[src/rtl/present_bus_master.sv]
// rtl/present_bus_master.sv - bus initiator running one PRESENT job over the 4-bit-address register bus
module present_bus_master #(
    parameter int LOAD_GAP  = 2,
    parameter int MAX_POLLS = 64
) (
    input  logic        clk,
    input  logic        iResetn,
    input  logic        iStart,
    input  logic [79:0] iKey,
    input  logic [63:0] iBlock,
    input  logic        iMode,
    output logic        oBusy,
    output logic        oDone,
    output logic        oError,
    output logic [63:0] oResult,
    output logic        oChipselect,
    output logic        oWriteRead,
    output logic [3:0]  oAddress,
    output logic [31:0] oWdat,
    input  logic [31:0] iRdat
);
    typedef enum logic [3:0] {
        IDLE, W_CTRL, W_K1, W_K2, W_K3, W_D1, W_D2, W_LOAD,
        GAP, POLL_RD, POLL_CAP, R_HI, R_LO, FIN
    } state_t;

    typedef struct packed {
        logic        cs;
        logic        wr;
        logic [3:0]  addr;
        logic [31:0] wdat;
    } bus_t;

    function automatic bus_t wr_cyc(input logic [3:0] a, input logic [31:0] d);
        return bus_t'{1'b1, 1'b1, a, d};
    endfunction

    function automatic bus_t rd_cyc(input logic [3:0] a);
        return bus_t'{1'b1, 1'b0, a, 32'd0};
    endfunction

    state_t      state;
    bus_t        bus;
    logic [79:0] key_q;
    logic [63:0] blk_q;
    logic        mode_q;
    logic [7:0]  poll_cnt;
    logic [3:0]  gap_cnt;
    logic [31:0] hi_q;
    logic [63:0] res_q;
    logic [63:0] fin_result;

    assign {oChipselect, oWriteRead, oAddress, oWdat} = bus;

    // The low result word only arrives during FIN, so the result is muxed through while oDone is up.
    assign fin_result = oError ? 64'd0 : {hi_q, iRdat};
    assign oResult    = (state == FIN) ? fin_result : res_q;

    always_ff @(posedge clk or negedge iResetn) begin
        if (!iResetn) begin
            state    <= IDLE;
            bus      <= '0;
            key_q    <= '0;
            blk_q    <= '0;
            mode_q   <= 1'b0;
            poll_cnt <= '0;
            gap_cnt  <= '0;
            hi_q     <= '0;
            res_q    <= '0;
            oBusy    <= 1'b0;
            oDone    <= 1'b0;
            oError   <= 1'b0;
        end else begin
            bus    <= '0;
            oDone  <= 1'b0;
            oError <= 1'b0;
            case (state)
                IDLE: begin
                    if (iStart) begin
                        key_q    <= iKey;
                        blk_q    <= iBlock;
                        mode_q   <= iMode;
                        poll_cnt <= '0;
                        oBusy    <= 1'b1;
                        bus      <= wr_cyc(4'd8, {31'b0, iMode});
                        state    <= W_CTRL;
                    end
                end
                W_CTRL: begin
                    bus   <= wr_cyc(4'd1, key_q[79:48]);
                    state <= W_K1;
                end
                W_K1: begin
                    bus   <= wr_cyc(4'd2, key_q[47:16]);
                    state <= W_K2;
                end
                W_K2: begin
                    bus   <= wr_cyc(4'd3, {16'b0, key_q[15:0]});
                    state <= W_K3;
                end
                W_K3: begin
                    bus   <= wr_cyc(4'd4, blk_q[63:32]);
                    state <= W_D1;
                end
                W_D1: begin
                    bus   <= wr_cyc(4'd5, blk_q[31:0]);
                    state <= W_D2;
                end
                W_D2: begin
                    bus   <= wr_cyc(4'd0, {31'b0, 1'b1});
                    state <= W_LOAD;
                end
                W_LOAD: begin
                    gap_cnt <= 4'd1;
                    state   <= GAP;
                end
                GAP: begin
                    if (gap_cnt == 4'(LOAD_GAP)) begin
                        bus      <= rd_cyc(4'd8);
                        poll_cnt <= poll_cnt + 8'd1;
                        state    <= POLL_RD;
                    end else begin
                        gap_cnt <= gap_cnt + 4'd1;
                    end
                end
                POLL_RD: state <= POLL_CAP;
                POLL_CAP: begin
                    if (iRdat[0]) begin
                        bus   <= rd_cyc(4'd6);
                        state <= R_HI;
                    end else if (poll_cnt < 8'(MAX_POLLS)) begin
                        bus      <= rd_cyc(4'd8);
                        poll_cnt <= poll_cnt + 8'd1;
                        state    <= POLL_RD;
                    end else begin
                        oDone  <= 1'b1;
                        oError <= 1'b1;
                        state  <= FIN;
                    end
                end
                R_HI: begin
                    bus   <= rd_cyc(4'd7);
                    state <= R_LO;
                end
                R_LO: begin
                    hi_q  <= iRdat;
                    oDone <= 1'b1;
                    state <= FIN;
                end
                FIN: begin
                    res_q <= fin_result;
                    oBusy <= 1'b0;
                    state <= IDLE;
                end
                default: state <= IDLE;
            endcase
        end
    end
endmodule

[config.mk]
export PLATFORM = sky130hd
export DESIGN_NAME = present_bus_master
export DESIGN_NICKNAME = d
export VERILOG_FILES = /design/src/rtl/present_bus_master.sv
export SDC_FILE = /design/constraint.sdc
export NUM_CORES = 1
export LEC_CHECK = 0
export CORE_MARGIN = 8
export CORE_UTILIZATION = 47
export CTS_CLUSTER_SIZE = 12
export DETAILED_ROUTE_END_ITERATION = 7
export PLACE_DENSITY_LB_ADDON = 0.15
export SETUP_SLACK_MARGIN = 0.02
export SYNTH_ARGS = -nofsm -noshare
export SYNTH_HDL_FRONTEND = slang
export SYNTH_SLANG_ARGS = --single-unit
[constraint.sdc]
create_clock -name clk -period 2.7 [get_ports clk]
set_clock_uncertainty 0.2 [all_clocks]
set_input_delay 0.405 -clock clk [delete_from_list [all_inputs] [get_ports clk]]
set_output_delay 0.405 -clock clk [all_outputs]
set_load 0.05 [all_outputs]
==> metrics.md <==
| Metric | Value |
|---|---|
| Status | `completed` |
| Yosys reg bits | `297` |
| Leakage power | `8.43 nW` |
| DRC | `0` |
| Starting Density | `0.477` |
| Die ar. | `31000 um2` |
| # setup viols final | `0` |
| Startpoint Class | `flop` |
| Slowest CP cell | `dfrtp_2` |
| Post-synthesis sequential area ratio | `0.618` |
| CORE AREA | `25200 um2` |
| Worst skew pair latency | `0.55 ns` |
| Max Cap Viol | `0` |
| Most used cell, CP | `buf_12` |
| # rows | `58` |
| Warnings from Yosys | `0` |
| CP Buf/Inv Count | `3` |
| CP Max Fanout | `19` |
| Vias post-DR | `9739` |
| Die width | `176 um` |
| First-pass GRT wire length | `54900 um` |
| Hold slack | `0.163 ns` |
| Die Y | `176 um` |
| Total gr overflow | `0` |
| Delay-heaviest family, CP | `buffers and inverters` |
| Clk buf depth | `3` |
| CTS buffer count | `31` |
| DRT antenna net count | `0` |
| Placed cell areas | `16000 um2` |
| I/O Buffers | `284` |
| Largest net degree at the start of global routing | `79` |
| Cell Chain, Critical Path | `nand4b_1, buf_12, buf_16, o31ai_4, buf_12` |
| Most used flip-flop cell after synthesis | `dfrtp_1` |
| Post-detail-place hpwl | `23500 um` |
| Max H-tree Level | `1` |
| Syn nets | `1419` |
| Initial antenna violation count | `8` |
| IO Pins | `285` |
| Final Hold Vio Count | `0` |
| Placer Congestion | `0.808` |
| Design area | `17600 um2` |
| Total Wirelength | `35100 um` |
| WP data arrival | `2.08 ns` |
| CP required | `2.10 ns` |
| CTS clock-pin slew for the worst setup and hold paths | `0.06 ns` |
| Clk sink count | `297` |
| Tot GR Track Use | `0.220` |
| PD cells | `1210 nW/um2` |
| Hold Path Class | `in -> async` |
| Mapped Cells | `1236` |
| Crit-path max cell delay | `0.43 ns` |
| Fin crit period | `2.68 ns` |
| CTS root buffer | `clkbuf_16` |
| TritonCTS clock tree | `done` |
| Mapped Area | `12000 um2` |
| Vias in the first global route | `10213` |
| Synth async-reset ratio | `1.00` |
| Final core occ | `0.698` |
| Tightest Pin Transition | `1.08 ns` |
| Max IR drop VDD | `0.715 mV` |
| Final Cycle Share | `0.993` |
| First-pass detailed-route iteration total | `5` |
| Initial drt markers | `723` |
| TNS Setup | `0 ns` |
| Final Max Slew Viols | `0` |
| Fillers | `1927` |
| Via-per-instance ratio | `5.23` |
| RSZ-0062 raised after global routing | `true` |
| Total power | `21.2 mW` |
| Commonest non-fill, non-tap cell in the layout | `nand2_1` |
| Most frequent cells in the layout | `537 x nand2_1, 293 x dfrtp_1, 218 x clkdlybuf4s50_1` |
| Avg Inst Size Synth | `9.73 um2` |
| Number of flops mapped to enable cells by yosys | `0` |
| Rel. slew slack | `0.278` |
| Crit Path Category | `reg -> out` |
| Nets | `1693` |
| Syn-to-layout area delta | `46.2%` |
| Routed len/inst | `18.9 um` |
| Sequential cell area | `7440 um2` |
| Multi-input logic area | `4710 um2` |
| Fmax achieved | `373 MHz` |
| Unique masters post-synth | `48` |
| Layout cell share with drive strength beyond 1 | `0.170` |
| Setup crit end kind | `output pin` |
==> synth_stat cells, types with 2 or more instances <==
library cell,number,area (um2)
or3_1,3,18.8
o21ai_0,71,355
buf_2,27,135
a222oi_1,16,160
a211o_1,2,17.5
nand2b_1,67,419
and3_1,6,37.5
a21o_1,5,37.5
nand2_1,537,2020
inv_1,6,22.5
mux2_2,32,360
nand3_1,7,35.0
ha_1,3,37.5
clkbuf_1,45,169
nor3_1,6,30.0
nand4_1,2,12.5
a22oi_1,47,353
dfrtp_1,297,7430
buf_4,3,22.5
nor4_1,2,12.5
buf_1,2,7.51
or2_2,2,12.5
nor2_1,14,52.6
o22ai_1,3,18.8
a21oi_1,8,40.0
==> power breakdown <==
part           internal (mW)  switching, mW
logic                   4.08           5.78
clock network           2.37           1.70
registers               6.34          0.929
==> worst paths after layout <==
kind | start | end | slack (ns) | cells after the start
min | iResetn | oAddress[3] | 0.16 | 2
max | state[1] | oResult[0] | 0.02 | 5
max in group asynchronous | iResetn | res_q[53] | 1.36 | 3
max reg2reg | state[1] | hi_q[6] | 0.29 | 6
min reg2reg | key_q[47] | key_q[47] | 0.27 | 2
min in group clk | iKey[27] | key_q[27] | 0.17 | 3
==> state kept, by name (all words and copies together) (netlist names) <==
| name | flops |
|---|---|
| key_q | 80 |
| hi_q | 32 |
| oBusy | 1 |
| oWriteRead | 1 |
| state | 4 |
| res_q | 64 |
| oError | 1 |
| oChipselect | 1 |
| oDone | 1 |
| oAddress | 4 |
| oWdat | 32 |
| blk_q | 64 |
| poll_cnt | 8 |
| gap_cnt | 4 |
==> per-layer routing <==
layer,vias up,global-route usage,routed length (um)
li1,4597,-,-
met1,4746,0.279,14800
met4,10,0.0809,1150
met5,-,0,53
met2,310,0.357,16800
met3,76,0.0615,2340
==> layout make-up <==
type                            instances  share of cell area
Timing Repair Buffer                  320               0.229
Sequential cell                       297               0.423
Clock buffer                           44              0.0509
Inverter                                6             0.00128
Multi-Input combinational cell        854               0.268
Tap cell                              330              0.0235
Antenna cell                            4            0.000569
Clock inverter                          7             0.00363
==> metrics by stage <==
| stage | setup WS [ns] | std cells |
|---|---|---|
| after floorplan | -0.149 | 1236 |
| after global placement | 0.269 | 1799 |
| after detailed placement | 0.208 | 1799 |
| after CTS | -0.0469 | 1851 |
| after global routing | -0.0624 | 1861 |
| final | 0.0178 | 1862 |
==> kinds of logic after synthesis <==
| kind of cell | after synthesis | share of synthesized area |
|---|---|---|
| compound gates | 163 | 0.0904 |
| xor+xnor | 1 | 0.000729 |
| fa+ha+maj | 3 | 0.00312 |
| buf+inv | 85 | 0.0310 |
| flops | 297 | 0.618 |
| mux | 32 | 0.0300 |
| simple gates | 655 | 0.227 |
==> what timing repair did <==
action	in CTS	in global routing
endpoints found under the setup margin	64	64
hold buffers	1	0
pin swaps	0	1
gates cloned	0	3
gates resized for setup	72	46
setup buffers	0	4
hold endpoints to repair	116	0
No activity file was read; power rests on OpenSTA's default activity.
